**config.mk**
```make
export PLATFORM = sky130hd
export DESIGN_NAME = fifo_wr_ingress
export DESIGN_NICKNAME = d
export VERILOG_FILES = /design/src/rtl/fifo_wr_ingress.sv
export SDC_FILE = /design/constraint.sdc
export NUM_CORES = 1
export LEC_CHECK = 0
export BUFFER_PORTS_ARGS = -buffer_cell sky130_fd_sc_hd__buf_4
export CAP_MARGIN = 20
export CORE_MARGIN = 2
export CORE_UTILIZATION = 40
export CTS_BUF_LIST = sky130_fd_sc_hd__clkbuf_8
export DETAILED_ROUTE_END_ITERATION = 7
export GPL_TIMING_DRIVEN = 0
export PLACE_DENSITY = 0.72
export SLEW_MARGIN = 0
export SYNTH_ARGS = -nofsm -noshare
export SYNTH_HDL_FRONTEND = slang
export SYNTH_SLANG_ARGS = --single-unit
export TNS_END_PERCENT = 30
```
**constraint.sdc**
```tcl
create_clock -name wclk -period 3.2 [get_ports wclk]
set_input_delay 0.48 -clock wclk [delete_from_list [all_inputs] [get_ports wclk]]
set_output_delay 0.48 -clock wclk [all_outputs]
set_load 0.02 [all_outputs]
```
**src/rtl/fifo_wr_ingress.sv**
```systemverilog
// fifo_wr_ingress
// Write-side ingress stage of the async FIFO, wclk domain. A 2-entry skid
// buffer takes a valid/ready source stream and presents it to the write-pointer
// stage as winc/wdata. The Gray write pointer and the synchronised Gray read
// pointer are decoded into a registered fill level and almost-full flag.
// Saturating statistics count written words and full-stall cycles.
//
// State table:
//   state | meaning
//   EMPTY | no word buffered, winc low
//   ONE   | head holds a word, presented on wdata with winc high
//   TWO   | head and skid both hold words, s_ready low
//
// Ports:
//   wclk, wrst        clock, synchronous active-high reset
//   s_valid/s_data    source word in, s_ready back to source
//   winc/wdata        write request and word to the FIFO pointer/memory stage
//   wfull             registered full flag from the pointer stage
//   wptr, wq2_rptr    Gray write pointer and synchronised Gray read pointer
//   wlevel            registered fill level 0..2^ADDRSIZE
//   walmost_full      registered (level >= AFULL_THRESH), aligned with wlevel
//   wr_count          saturating count of words written (winc & ~wfull)
//   stall_count       saturating count of cycles with winc & wfull
module fifo_wr_ingress #(
  parameter int DSIZE        = 8,
  parameter int ADDRSIZE     = 4,
  parameter int AFULL_THRESH = 12
) (
  input  logic                wclk,
  input  logic                wrst,
  input  logic                s_valid,
  input  logic [DSIZE-1:0]    s_data,
  output logic                s_ready,
  output logic                winc,
  output logic [DSIZE-1:0]    wdata,
  input  logic                wfull,
  input  logic [ADDRSIZE:0]   wptr,
  input  logic [ADDRSIZE:0]   wq2_rptr,
  output logic [ADDRSIZE:0]   wlevel,
  output logic                walmost_full,
  output logic [15:0]         wr_count,
  output logic [15:0]         stall_count
);

  typedef enum logic [1:0] {EMPTY = 2'd0, ONE = 2'd1, TWO = 2'd2} state_t;

  localparam logic [ADDRSIZE:0] AFULL_LVL = AFULL_THRESH[ADDRSIZE:0];

  state_t           state_q, state_d;
  logic [DSIZE-1:0] head_q, head_d;
  logic [DSIZE-1:0] skid_q, skid_d;
  logic             accept, pop;
  logic [ADDRSIZE:0] wbin, rbin, level_next;

  function automatic logic [ADDRSIZE:0] gray2bin(input logic [ADDRSIZE:0] g);
    logic [ADDRSIZE:0] b;
    b[ADDRSIZE] = g[ADDRSIZE];
    for (int i = ADDRSIZE - 1; i >= 0; i--) begin
      b[i] = b[i+1] ^ g[i];
    end
    return b;
  endfunction

  assign s_ready = (state_q != TWO) & ~wrst;
  assign winc    = (state_q != EMPTY);
  assign wdata   = head_q;
  assign accept  = s_valid & s_ready;
  // Same gating the pointer stage applies, so pop marks a word truly written.
  assign pop     = winc & ~wfull;

  always_comb begin
    state_d = state_q;
    head_d  = head_q;
    skid_d  = skid_q;
    case (state_q)
      EMPTY: begin
        if (accept) begin
          state_d = ONE;
          head_d  = s_data;
        end
      end
      ONE: begin
        if (accept && pop) begin
          head_d = s_data;
        end else if (accept) begin
          state_d = TWO;
          skid_d  = s_data;
        end else if (pop) begin
          state_d = EMPTY;
        end
      end
      TWO: begin
        if (pop) begin
          state_d = ONE;
          head_d  = skid_q;
        end
      end
      default: state_d = EMPTY;
    endcase
  end

  always_ff @(posedge wclk) begin
    if (wrst) begin
      state_q <= EMPTY;
      head_q  <= '0;
      skid_q  <= '0;
    end else begin
      state_q <= state_d;
      head_q  <= head_d;
      skid_q  <= skid_d;
    end
  end

  // Modulo-2^(ADDRSIZE+1) difference handles the MSB wrap of either pointer.
  assign wbin       = gray2bin(wptr);
  assign rbin       = gray2bin(wq2_rptr);
  assign level_next = wbin - rbin;

  always_ff @(posedge wclk) begin
    if (wrst) begin
      wlevel       <= '0;
      walmost_full <= 1'b0;
    end else begin
      wlevel       <= level_next;
      walmost_full <= (level_next >= AFULL_LVL);
    end
  end

  always_ff @(posedge wclk) begin
    if (wrst) begin
      wr_count    <= '0;
      stall_count <= '0;
    end else begin
      if (pop && (wr_count != 16'hFFFF)) begin
        wr_count <= wr_count + 16'd1;
      end
      if (winc && wfull && (stall_count != 16'hFFFF)) begin
        stall_count <= stall_count + 16'd1;
      end
    end
  end

endmodule

```
Word-level counts from Yosys, hierarchy flattened
Cells that the tools add are included.
{"block": "word_totals", "register_bits": 56, "elab_cells": 55}
{"block": "classes", "magnitude_cmp": 1, "addsub": 3, "n_eq_ne": 10, "reduce_logical": 10, "bitwise_logic": 14, "mux": 10}
{"op": "adder 16 x 1 -> 16 bit, second input constant", "count": 2}
{"op": "inequality test 16 bit, second input constant", "count": 2}
{"op": "two-way mux 8 bit", "count": 3}
{"op": "one-hot mux 8 bit (3 select lines)", "count": 1}
{"op": "two-way mux 2 bit", "count": 5}
{"op": "inequality test 2 bit, second input constant", "count": 5}
{"op": "AND reduction 4 bit", "count": 2}
{"op": "XOR 1 bit", "count": 8}
{"op": "one-hot mux 2 bit (3 select lines)", "count": 1}
{"op": ">= comparator 5 x 4 -> 1 bit, second input constant", "count": 1}
{"op": "subtractor 5 bit", "count": 1}
{"op": "logical AND 1 bit", "count": 4}
{"op": "AND 1 bit", "count": 3}
{"op": "inequality test 3 bit, second input constant", "count": 1}
{"op": "inverter 1 bit", "count": 3}
{"op": "AND reduction 3 bit", "count": 1}
{"op": "nonzero test 3 bit", "count": 1}
{"op": "== test 2 x 1 -> 1 bit, second input constant", "count": 1}
{"op": "== test 2 bit, second input constant", "count": 1}
{"op": "logical NOT 2 bit", "count": 1}
{"op": "nonzero test 2 bit", "count": 1}

Longest topological paths before layout
{"block": "logic_depth", "depth_word": 6, "ltp_mapped": 11, "depth_no_buf": 11}

Worst setup path after synthesis
OpenSTA, ideal clock, no wires.
{"block": "synth_timing", "kind": "input to register", "from": "input wptr[3]", "to": "register walmost_full", "arrival_ns": 2.417, "slack_ns": 0.655, "path_buffers": 0, "cell_stages": 11, "cell_sequence": "xor2_1 xnor2_1 xor2_1 xor2_1 ha_1 fa_1 inv_1 a21o_1 a21oi_1 xnor2_1 o2bb2ai_1"}
{"block": "synth_via", "elab_chain_cells": 6}
{"element": "start: declaration", "line_no": "37", "source": "input logic [ADDRSIZE:0] wptr,"}
{"element": "XOR 1 bit *", "line_no": "59", "source": "b[i] = b[i+1] ^ g[i];"}
{"element": "XOR 1 bit (3 in a row)", "line_no": "59"}
{"element": "subtractor 5 bit *", "line_no": "117", "source": "assign level_next = wbin - rbin;"}
{"element": ">= comparator 5 x 4 -> 1 bit *", "line_no": "125", "source": "walmost_full <= (level_next >= AFULL_LVL);"}
{"element": "end signal: assignment", "line_no": "125"}
{"element": "end: declaration", "line_no": "40", "source": "output logic walmost_full,"}
Mark *: on every way between the ends. The rest lies on a longest branch, timed or not.
A chain may end at the register's enable or synchronous reset.

Worst setup path in the final report
Ends and elaborated chain as after synthesis.

==> results.sh <==
export IMPL_combPwrFrac=0.204
export IMPL_clk_path_buf_depth=2
export IMPL_place_congestion=0.775
export IMPL_met2_usage=0.278
export IMPL_grt_setup_unrepaired="false"
export IMPL_vias=2374
export IMPL_cp_end_kind="flop"
export IMPL_hp_class="input port to flop"
export IMPL_wl_um=5980
export IMPL_async_flop_share=0
export IMPL_crit_start="wptr[3]"
export IMPL_grt_busiest_layer="met2"
export IMPL_p_int_mw=1.14
export IMPL_cts_root_buf="clkbuf_8"
export IMPL_required_ns=3.37
export IMPL_fin_nets=401
export IMPL_cts_hold_buf=0
export IMPL_area_growth_pct=27.1
export IMPL_synth_seq_cells=56
export IMPL_antenna_found_initial=0
export IMPL_fmax_mhz=394
export IMPL_syn_nets=325
export IMPL_worstReg2RegStart="wr_count[0]"
export IMPL_cts_buffers=5
export IMPL_track_usage=0.165
export IMPL_use_met3=0.0352
export IMPL_fin_crit_sh=0.793
export IMPL_ioPinCount=70
export IMPL_synth_edff_count=0
export IMPL_viasPerCell=5.24
export IMPL_grt_pass1_vias=2223
export IMPL_crit_fanout=3
export IMPL_hold_viol=0
export IMPL_clock_latency_ns=0.30
export IMPL_crit_type="input port to flop"
export IMPL_clk_pin_slew_ns=0.10
export IMPL_share_seq_of_total_power=0.483
export IMPL_p_switching_mw=0.426
export IMPL_fin_skew_ns=0.00730
export IMPL_start_kind="input port"
export IMPL_slew_headroom=0.593
export IMPL_drive_gt1_frac=0.257
export IMPL_synth_ff_type="dfxtp_1"
export IMPL_syn_inst=296
export IMPL_fp_row_count=30
export IMPL_dp_hpwl_um=4400
export IMPL_period_needed_ns=2.54
export IMPL_use_met1=0.212
export IMPL_finalSetupTns_ns=0
export IMPL_power_density_nw_per_um2=452
export IMPL_pwr_share_clk=0.313
export IMPL_cts_max_level=2
export IMPL_yosysSeqAreaShare=0.411
export IMPL_die_x_um=86.5
export IMPL_dieArea_sq_um=7490
export IMPL_total_leakage_power_nw=1.43
export IMPL_swShare=0.272
export IMPL_die_h_um=86.5
export IMPL_status="finished clean"
export IMPL_timing_hold_ws_ns=0.416
export IMPL_core_area_sq_um=6680
export IMPL_wl_per_cell_um=13.2
export IMPL_hold_depth=3
export IMPL_ys_warnings_count=0
export IMPL_drtAntennaViolNets=0
export IMPL_cts_repair_resized=0
export IMPL_r2r_cells=6
export IMPL_io_buffers=69
export IMPL_slew_violations=0
export IMPL_worst_slew_pin_transition_ns=0.611
export IMPL_synth_area_sq_um=2730
export IMPL_clock_sinks=56
export IMPL_regToRegSetupSlack_ns=1.19
export IMPL_drt_iter0_markers=89
export IMPL_drc_errors=0
export IMPL_reg2reg_to="wr_count[14]"
export IMPL_peakVddDrop_v=0.000334
export IMPL_grt_pass1_wl_um=10100
export IMPL_setup_viol=0
export IMPL_synth_cell_types=47
export IMPL_diodes=0
export IMPL_worstPathArrival_ns=2.71
export IMPL_postSynthAreaPerCell_sq_um=9.21
export IMPL_grt_max_degree=18
export IMPL_cts_setup_buffers=0
export IMPL_overflow=0
export IMPL_drv_cap=0
export IMPL_cts_tree="done"
export IMPL_firstDrtPassIters=4
export IMPL_initial_core_util=0.408
export IMPL_hold_path_endpoint="skid_q[1]"
export IMPL_min_from="s_data[1]"
==> cell usage after synthesis, types with 2 or more instances <==
cell type,instances,area share
nand2b_1,2,0.0046
mux2i_1,17,0.062
a21oi_1,6,0.011
nand4_2,2,0.0092
xor2_1,11,0.035
or3_1,3,0.0069
nor4_1,5,0.011
nor4_4,2,0.016
or2_2,2,0.0046
nand2_1,10,0.014
nor3_2,2,0.0073
nor2b_1,2,0.0046
and3_1,4,0.0092
nand3_1,11,0.020
o21ai_0,6,0.011
a31oi_1,2,0.0046
nor4b_1,5,0.016
a21o_1,2,0.0055
nand3b_1,2,0.0055
dfxtp_1,56,0.41
nand4_1,6,0.014
nor2_1,52,0.072
a211oi_1,8,0.022
nor3b_1,2,0.0055
inv_1,8,0.011
nor3_1,11,0.020
and2_1,2,0.0046
buf_2,4,0.0073
o2111ai_1,2,0.0064
ha_1,6,0.028
clkbuf_1,5,0.0069
xnor2_1,23,0.074
==> cells by family (layout without fill, tap and decap cells) <==
family | Yosys count | count (layout) | share of synthesized area
AO/OA/AOI/OAI | 34 | 34 | 0.0914
XOR/XNOR | 34 | 34 | 0.109
adder cells (fa/ha/maj) | 7 | 7 | 0.0349
buffers and inverters | 19 | 96 | 0.0294
flip-flops | 56 | 56 | 0.411
multiplexers | 18 | 18 | 0.0666
AND/OR/NAND/NOR | 128 | 128 | 0.257
==> sequential cells by signal, indices dropped and copies added (netlist names) <==
name	cells
stall_count	16
wlevel	5
wdata	8
wr_count	16
walmost_full	1
skid_q	8
state_q	2
==> routing by layer <==
| metal | vias up | share of wire |
|---|---|---|
| li1 | 1188 | - |
| met5 | - | 0 |
| met3 | 4 | 0.064 |
| met1 | 1111 | 0.46 |
| met2 | 71 | 0.47 |
| met4 | 0 | 0.0099 |
==> worst max path at each step <==
stage | to | slack (ns) | cells after the start
3_5_place_dp | walmost_full | 0.32 | 12
5_1_grt | walmost_full | 0.48 | 12
2_1_floorplan | walmost_full | 0.66 | 11
6_report | walmost_full | 0.66 | 12
3_3_place_gp | walmost_full | 0.37 | 12
4_1_cts | walmost_full | 0.65 | 12
==> area by class of cell <==
type / instances / area [sq um]
Multi-Input combinational cell: 221 / 1520
Timing Repair Buffer: 69 / 518
Sequential cell: 56 / 1120
Tap cell: 80 / 100
Clock inverter: 2 / 38.8
Fill cell: 660 / 3220
Clock buffer: 6 / 82.6
Inverter: 8 / 30.0
Buffer: 11 / 50.0
==> power by group through the flow <==
stage	Combinational, mW	Sequential (mW)	Clock, mW
floorplan	0.157	0.815	0
finish	0.319	0.756	0.490
global route	0.355	0.760	0.525
global placement	0.314	0.772	0
CTS	0.322	0.756	0.500
detailed placement	0.322	0.770	0
==> worst max-delay path, cell delays in order <==
cell and delay, ns:
buf_4 0.11, xor2_1 0.22, xnor2_1 0.18, xor2_1 0.35, xor2_1 0.12, ha_1 0.25
fa_1 0.46, inv_1 0.08, a21o_1 0.11, a21oi_1 0.07, xnor2_1 0.20, o2bb2ai_1 0.08
==> metrics by stage <==
stage	setup slack, ns	area (sq um)	instances	util	total power [mW]
3_5_place_dp	0.324	3340	445	0.500	1.09
3_3_place_gp	0.365	3340	445	0.500	1.09
6_report	0.661	3460	453	0.519	1.56
4_1_cts	0.648	3460	453	0.519	1.58
5_1_grt	0.483	3460	453	0.519	1.64
2_1_floorplan	0.655	2730	296	-	0.972
==> placed cells by master (no fill, tap or decap), drive strengths merged, types with 10 or more instances in the layout <==
cell type / count
nand3: 11
clkbuf: 11
nor3: 13
nand2: 10
dfxtp: 56
xor2: 11
buf: 75
mux2i: 17
xnor2: 23
nor2: 52
(Power assumes the default switching activity.)
